--- config.mk ---
export PLATFORM = sky130hd
export DESIGN_NAME = i2c_master_ctrl
export DESIGN_NICKNAME = d
export VERILOG_FILES = /design/src/rtl/i2c_master_ctrl.sv
export SDC_FILE = /design/constraint.sdc
export NUM_CORES = 1
export LEC_CHECK = 0
export ABC_CLOCK_PERIOD_IN_PS = 3600
export CAP_MARGIN = 10
export CELL_PAD_IN_SITES_DETAIL_PLACEMENT = 1
export CELL_PAD_IN_SITES_GLOBAL_PLACEMENT = 1
export CORE_MARGIN = 2
export CORE_UTILIZATION = 47
export DETAILED_ROUTE_END_ITERATION = 10
export PLACE_DENSITY_LB_ADDON = 0.15
export SYNTH_ARGS = -nofsm -noshare
export SYNTH_HDL_FRONTEND = slang
export SYNTH_SLANG_ARGS = --single-unit
--- constraint.sdc ---
create_clock -name clk -period 3.6 [get_ports clk]
set_input_delay 0.36 -clock clk [delete_from_list [all_inputs] [get_ports clk]]
set_output_delay 0.36 -clock clk [all_outputs]
set_load 0.05 [all_outputs]
--- src/rtl/i2c_master_ctrl.sv ---
// i2c_master_ctrl: byte-level I2C master (START / WRITE / READ / STOP) with
// open-drain SCL/SDA, clock stretching and a valid/ready command interface.
module i2c_master_ctrl #(
  parameter int unsigned CLK_DIV = 16
) (
  input  logic       clk,
  input  logic       reset,
  input  logic       cmd_valid,
  output logic       cmd_ready,
  input  logic [1:0] cmd,
  input  logic [7:0] cmd_data,
  input  logic       cmd_nack,
  output logic       rsp_valid,
  output logic [7:0] rsp_data,
  output logic       rsp_ack,
  output logic       busy,
  input  logic       scl_i,
  input  logic       sda_i,
  output logic       scl_o,
  output logic       sda_o
);

  localparam int unsigned CNT_W = $clog2(CLK_DIV + 2);
  localparam logic [CNT_W-1:0] QLAST = CNT_W'(CLK_DIV - 1);
  localparam logic [CNT_W-1:0] RLAST = CNT_W'(CLK_DIV + 1);

  localparam logic [1:0] CMD_START = 2'b00;
  localparam logic [1:0] CMD_WRITE = 2'b01;
  localparam logic [1:0] CMD_READ  = 2'b10;
  localparam logic [1:0] CMD_STOP  = 2'b11;

  typedef enum logic [3:0] {
    IDLE,
    START_Q0, START_Q1, START_Q2, START_Q3,
    BIT_P0, BIT_P1, BIT_P2, BIT_P3,
    STOP_Q0, STOP_Q1, STOP_Q2, STOP_Q3,
    DONE
  } state_e;

  state_e           state_q;
  logic [CNT_W-1:0] cnt_q;
  logic [3:0]       bit_q;
  logic [1:0]       cmd_q;
  logic [7:0]       data_q;
  logic             nack_q;
  logic [7:0]       shift_q;
  logic             ack_smp_q;
  logic             scl_meta_q, scl_sync_q, sda_meta_q, sda_sync_q;

  logic released_c, cnt_step_c, quarter_end_c;

  // SDA level driven in bit slot idx (slot 8 is the ACK slot)
  function automatic logic bit_level(input logic [1:0] c, input logic [7:0] d,
                                     input logic n, input logic [3:0] idx);
    logic lvl;
    lvl = 1'b1;
    if (idx == 4'd8) begin
      lvl = (c == CMD_READ) ? n : 1'b1;
    end else if (c == CMD_WRITE) begin
      lvl = d[3'(4'd7 - idx)];
    end
    return lvl;
  endfunction

  // Two-flop synchronizers for the pad levels; idle bus reads high
  always_ff @(posedge clk or posedge reset) begin
    if (reset) begin
      scl_meta_q <= 1'b1;
      scl_sync_q <= 1'b1;
      sda_meta_q <= 1'b1;
      sda_sync_q <= 1'b1;
    end else begin
      scl_meta_q <= scl_i;
      scl_sync_q <= scl_meta_q;
      sda_meta_q <= sda_i;
      sda_sync_q <= sda_meta_q;
    end
  end

  // Quarter timing: released quarters wait out the synchronizer, then count only while SCL is high
  always_comb begin
    released_c    = 1'b0;
    cnt_step_c    = 1'b1;
    quarter_end_c = (cnt_q == QLAST);
    if ((state_q == START_Q1) || (state_q == BIT_P1) || (state_q == STOP_Q1)) begin
      released_c = 1'b1;
    end
    if (released_c) begin
      cnt_step_c    = (cnt_q < CNT_W'(2)) || scl_sync_q;
      quarter_end_c = (cnt_q == RLAST) && scl_sync_q;
    end
  end

  // Command FSM with registered bus and response outputs
  always_ff @(posedge clk or posedge reset) begin
    if (reset) begin
      state_q   <= IDLE;
      cnt_q     <= '0;
      bit_q     <= '0;
      cmd_q     <= CMD_START;
      data_q    <= '0;
      nack_q    <= 1'b0;
      shift_q   <= '0;
      ack_smp_q <= 1'b1;
      scl_o     <= 1'b1;
      sda_o     <= 1'b1;
      cmd_ready <= 1'b1;
      rsp_valid <= 1'b0;
      rsp_data  <= '0;
      rsp_ack   <= 1'b0;
      busy      <= 1'b0;
    end else begin
      rsp_valid <= 1'b0;
      if ((state_q != IDLE) && (state_q != DONE)) begin
        if (quarter_end_c) begin
          cnt_q <= '0;
        end else if (cnt_step_c) begin
          cnt_q <= cnt_q + CNT_W'(1);
        end
      end
      case (state_q)
        IDLE, DONE: begin
          state_q <= IDLE;
          if (cmd_valid && cmd_ready) begin
            cmd_q     <= cmd;
            data_q    <= cmd_data;
            nack_q    <= cmd_nack;
            cnt_q     <= '0;
            bit_q     <= '0;
            cmd_ready <= 1'b0;
            if (cmd == CMD_START) begin
              state_q <= START_Q0;
              sda_o   <= 1'b1;
            end else if (!busy) begin
              // No bus owned: complete immediately without touching the lines
              state_q   <= DONE;
              cmd_ready <= 1'b1;
              rsp_valid <= 1'b1;
              rsp_ack   <= 1'b0;
            end else if (cmd == CMD_STOP) begin
              state_q <= STOP_Q0;
              scl_o   <= 1'b0;
              sda_o   <= 1'b0;
            end else begin
              state_q <= BIT_P0;
              scl_o   <= 1'b0;
              sda_o   <= bit_level(cmd, cmd_data, cmd_nack, 4'd0);
            end
          end
        end
        START_Q0: if (quarter_end_c) begin state_q <= START_Q1; scl_o <= 1'b1; end
        START_Q1: if (quarter_end_c) begin state_q <= START_Q2; sda_o <= 1'b0; end
        START_Q2: if (quarter_end_c) begin state_q <= START_Q3; scl_o <= 1'b0; end
        START_Q3: if (quarter_end_c) begin
          state_q   <= DONE;
          busy      <= 1'b1;
          cmd_ready <= 1'b1;
          rsp_valid <= 1'b1;
          rsp_ack   <= 1'b0;
        end
        BIT_P0: if (quarter_end_c) begin state_q <= BIT_P1; scl_o <= 1'b1; end
        BIT_P1: if (quarter_end_c) begin state_q <= BIT_P2; end
        BIT_P2: if (quarter_end_c) begin
          state_q <= BIT_P3;
          scl_o   <= 1'b0;
          if (bit_q == 4'd8) begin
            ack_smp_q <= sda_sync_q;
          end else begin
            shift_q <= {shift_q[6:0], sda_sync_q};
          end
        end
        BIT_P3: if (quarter_end_c) begin
          if (bit_q == 4'd8) begin
            state_q   <= DONE;
            cmd_ready <= 1'b1;
            rsp_valid <= 1'b1;
            rsp_ack   <= (cmd_q == CMD_WRITE) && !ack_smp_q;
            if (cmd_q == CMD_READ) begin
              rsp_data <= shift_q;
            end
          end else begin
            state_q <= BIT_P0;
            bit_q   <= bit_q + 4'd1;
            sda_o   <= bit_level(cmd_q, data_q, nack_q, bit_q + 4'd1);
          end
        end
        STOP_Q0: if (quarter_end_c) begin state_q <= STOP_Q1; scl_o <= 1'b1; end
        STOP_Q1: if (quarter_end_c) begin state_q <= STOP_Q2; end
        STOP_Q2: if (quarter_end_c) begin state_q <= STOP_Q3; sda_o <= 1'b1; end
        STOP_Q3: if (quarter_end_c) begin
          state_q   <= DONE;
          busy      <= 1'b0;
          cmd_ready <= 1'b1;
          rsp_valid <= 1'b1;
          rsp_ack   <= 1'b0;
        end
        default: state_q <= IDLE;
      endcase
    end
  end

endmodule

# [Word level (Yosys, flattened, before mapping)]
# Cells that the tools add are included.
[classes] bitwise=1 n_reduce_logical=31 n_eq_ne=44 n_addsub=3 order_cmp=2 muxes=66
[op_table] operator="2-to-1 mux 4 bit" n=19
[op_table] operator="one-hot mux 4 bit (12 select lines)" n=1
[op_table] operator="!= test 2 bit, second input constant" n=18
[op_table] operator="2-to-1 mux 1 bit" n=33
[op_table] operator="equality test 4 bit, second input constant" n=8
[op_table] operator="2-to-1 mux 5 bit" n=5
[op_table] operator="equality test 4 x 3 -> 1 bit, second input constant" n=4
[op_table] operator="AND reduction 7 bit" n=2
[op_table] operator="one-hot mux 1 bit (3 select lines)" n=4
[op_table] operator="AND reduction 11 bit" n=1
[op_table] operator="AND reduction 3 bit" n=3
[op_table] operator="equality test 4 x 2 -> 1 bit, second input constant" n=2
[op_table] operator="one-hot mux 4 bit (2 select lines)" n=1
[op_table] operator="AND reduction 4 bit" n=2
[op_table] operator="nonzero test 4 bit" n=2
[op_table] operator="!= test 2 x 1 -> 1 bit, second input constant" n=3
[op_table] operator="AND reduction 6 bit" n=1
[op_table] operator="nonzero test 3 bit" n=2
[op_table] operator="OR reduction 2 bit" n=3
[op_table] operator="adder 5 x 1 -> 5 bit, second input constant" n=1
[op_table] operator="equality test 5 x 4 -> 1 bit, second input constant" n=1
[op_table] operator="equality test 5 bit, second input constant" n=1
[op_table] operator="less-than comparator 5 x 2 -> 1 bit, second input constant" n=1
[op_table] operator="AND reduction 5 bit" n=1
[op_table] operator="other kinds (20)" n=28
[totals] in_bits=16 reg_bits=51

# [Logic depth before layout (Yosys ltp)]
[logic_depth] word_depth=10 depth_mapped=9

# [Worst setup path before layout]
# OpenSTA, ideal clock, no wires.
[synth_timing] path_type="reg-to-reg" startpoint="register cnt_q[1]" endpoint="register rsp_data[0]" path_stages_with_launch=9 period_less_slack_ps=2276 path_buffers=1 setup_time_ps=125 path_slack_ps=1324 t_arrival_ps=2151 t_required_ps=3475 cell_sequence="dfrtp_1 > ha_1 > and3_2 > ha_1 > o21ai_0 > and2_1 > buf_6 > nor4_4 > mux2_2"
[synth_between] elab_chain_len=4 elab_cells_between_ends=5 classes_between="2 x eq/ne; 1 x mux; 2 x reduce/logical"
[synth_rtl] item="start, declared" line="41" rtl="logic [CNT_W-1:0] cnt_q;"
[synth_rtl] item="start signal, assigned" line="118" rtl="cnt_q <= cnt_q + CNT_W'(1);"
[synth_rtl] item="equality test 5 bit" line="90" rtl="quarter_end_c = (cnt_q == RLAST) && scl_sync_q;"
[synth_rtl] item="logical AND 1 bit" line="90"
[synth_rtl] item="2-to-1 mux 1 bit *" line="88" rtl="if (released_c) begin"
[synth_rtl] item="AND reduction 4 bit (no line) *"
[synth_rtl] item="end signal, assigned" line="179" rtl="rsp_data <= shift_q;"
[synth_rtl] item="end, declared" line="14" rtl="output logic [7:0] rsp_data,"
# Every way passes the cells marked *; elsewhere a longest branch is shown, timed or not.
# A chain may end at the register's enable or synchronous reset.

# [Worst setup path after layout]
# Ends and elaborated chain as after synthesis.

==> impl_metrics.ini <==
[sta]
holdWs_ns = 0.3624
fmax_ghz = 0.3759
finalCritPeriodShare_pct = 73.90
fin_ws_ns = 0.9397
tns_ns = 0
worst_slew_pin_slew_ns = 1.052
slew_viol_final = 0
hold_violations = 0
skew_ns = 0.01009
rsz0062_at_grt = false
setup_viol = 0
slew_headroom_pct = 29.77
fin_crit_ns = 2.660

[yosys]
synth_nets = 308
ys_ff_latch = 51
syn_avg_cell_area_um2 = 9.730
synth_area_um2 = 2783
postSynthCellCount = 286
synth_cell_type_count = 55
synthArstFlopShare_pct = 100.0
yosysSeqAreaShare_pct = 46.22
synth-main-ff-cell = dfrtp_1
synth_warnings = 0
synth_edf_count = 0

[final_layout]
drive_above_1_share_pct = 14.84
nets = 331
area_delta_synth_final_pct = 15.11
stdcell_area_um2 = 3203
nFillCells = 682
antenna_cells = 0
final_common_cell = nand2_1
final_cell_mix = 49 x nand2_1, 43 x dfrtp_1, 29 x clkdlybuf4s50_1

[clocking]
clock-root-buffer = clkbuf_8
path_clk_slew_ns = 0.11
cts_tree = done
cts_inserted_buffers = 5
postCtsHoldBufs = 0
cts_num_sinks = 51
clock_latency_ns = 0.32
cts_resized = 0
cts.path.max_buffers = 2
cts_setup_buffers = 0
htreeDepth = 2

[placed_design]
hpwl_um = 4990
place.gp.congestion = 0.9149
numPortBuffers = 29
post-place-ws_ns = 0.9690
place_area_um2 = 3107

[critical_path]
crit_path_end_kind = flop
worstPathRequired_ns = 3.81
critPathKind = reg -> reg
rr_endpoint = rsp_data[0]
arrival_ns = 2.87
rrSetupSlack_ns = 0.94
r2r_start = cnt_q[1]
crit_fanout = 8
worstSetupStartpointType = flop
reg2reg_depth = 7

[die]
dieArea_um2 = 6552
io-pin-count = 30
chipWidth_um = 80.95
start_util_pct = 47.85
die_h_um = 80.95
rows = 28
core_area_um2 = 5816

[power]
power_frac_comb_pct = 33.6
clockPowerShare_pct = 21.6
swShare_pct = 40.13
pwr-share-seq_pct = 44.8
power_density_nw_per_um2 = 526.3
peakVddDrop_v = 0.0002753
intPower_uw = 1009
cellLeakagePower_uw = 0.001400
switching_power_uw = 676.5

[worst_hold_path]
whs_path_depth = 0
min_from = scl_meta_q
min_to = scl_sync_q
hold_class = reg -> reg

[route]
detail-route-antenna-nets = 0
drt-initial-drc-count = 126
vias = 2285
drtPass1Iterations = 4
routed_via_density = 5.935
wirelength_um = 6951
drc = 0
post_drt_wl_per_cell_um = 18.05

[global_route]
antenna_found_initial = 0
gr-total-overflow = 0
grt_max_degree = 52
grt_usage_pct = 22.89
grt_pass1_wl_um = 11560
grt_pass1_vias = 2334

[flow_run]
drv_cap = 0

[status]
outcome = finished, final reports clean
==> registers in the layout, summed over array words and instances, names as in the netlist <==
register    count
cmd_ready       1
state_q         4
sda_o           1
bit_q           4
sda_meta_q      1
sda_sync_q      1
cnt_q           5
nack_q          1
scl_meta_q      1
data_q          8
rsp_data        8
rsp_valid       1
ack_smp_q       1
busy            1
scl_o           1
rsp_ack         1
scl_sync_q      1
shift_q         8
cmd_q           2
==> synthesized netlist by cell type (2+ instances only) <==
master,count,area share [%]
nor2b_1,2,0.45
o21ai_0,19,3.4
ha_1,6,2.7
mux2_2,19,7.7
a221o_1,2,0.72
nor3_1,6,1.1
nand2b_1,4,0.90
nor3b_1,3,0.81
a32oi_1,4,1.3
nor2_1,8,1.1
inv_1,13,1.8
nand2_1,49,6.6
o22ai_1,3,0.67
a22o_1,2,0.63
o2111ai_1,3,0.94
clkbuf_1,9,1.2
xor2_1,2,0.63
o21bai_1,2,0.54
o21ai_1,2,0.36
buf_2,3,0.54
o31ai_1,3,0.81
dfstp_2,8,7.6
xnor2_1,2,0.63
mux4_2,2,1.6
o211ai_1,2,0.54
nand3_1,9,1.6
mux2i_1,2,0.72
dfrtp_1,43,39
and3_1,3,0.67
o21a_1,2,0.54
nor4_1,2,0.45
o221ai_1,2,0.63
a31oi_1,2,0.45
a21oi_1,19,3.4
and2_1,4,0.90
==> critical path: stages (launching register included) <==
cell	delay, ns
dfrtp_1	0.45
ha_1	0.19
and3_2	0.20
ha_1	0.27
o21ai_0	0.15
and2_1	0.32
nor4_4	0.56
mux2_2	0.40
==> worst max path at each step <==
stage / start / end / depth (start not counted)
finish: cnt_q[1] / rsp_data[0] / 7
global route: cnt_q[1] / rsp_data[7] / 7
CTS: cnt_q[1] / rsp_data[4] / 7
detailed placement: cnt_q[1] / rsp_data[0] / 7
global placement: cnt_q[1] / rsp_data[3] / 7
floorplan: cnt_q[1] / rsp_data[0] / 8
==> final cells by class <==
cell class	instances	area (um^2)	area share, %
Timing Repair Buffer	29	290.3	9.062
Clock buffer	5	68.82	2.148
Clock inverter	3	27.53	0.8594
Sequential cell	51	1286	40.16
Inverter	13	48.80	1.523
Multi-Input combinational cell	209	1388	43.32
Tap cell	75	93.84	2.930
==> power groups by stage <==
stage               clock [uW]  sequential (uW)  combinational [uW]
floorplan                    0              704                 471
global placement             0              759                 551
detailed placement           0              766                 560
CTS                        370              755                 566
global route               390              774                 635
finish                     365              755                 566
==> through the flow <==
| step | util [%] | cells | power, uW |
|---|---|---|---|
| after floorplan | - | 286 | 1175 |
| after global placement | 53.42 | 377 | 1310 |
| after detailed placement | 53.42 | 377 | 1326 |
| after CTS | 55.08 | 385 | 1691 |
| after global routing | 55.08 | 385 | 1800 |
| final | 55.08 | 385 | 1686 |
==> cells by family after synthesis <==
kind of cell	after synthesis	share of synthesized area, %
AND/OR/NAND/NOR	101	18.44
AO/OA/AOI/OAI	75	17.45
flip-flops	51	46.22
buffers and inverters	26	3.912
multiplexers	23	10.03
adder cells (fa/ha/maj)	6	2.698
XOR/XNOR	4	1.259
==> metal layers <==
metal | global-route usage (%) | routed length (um) | vias up
met4 | 6.271 | 86 | 0
li1 | - | - | 1071
met5 | 0 | 0 | -
met2 | 39.50 | 3598 | 31
met3 | 3.111 | 212 | 8
met1 | 30.19 | 3053 | 1175
No activity file was read; power rests on OpenSTA's default activity.
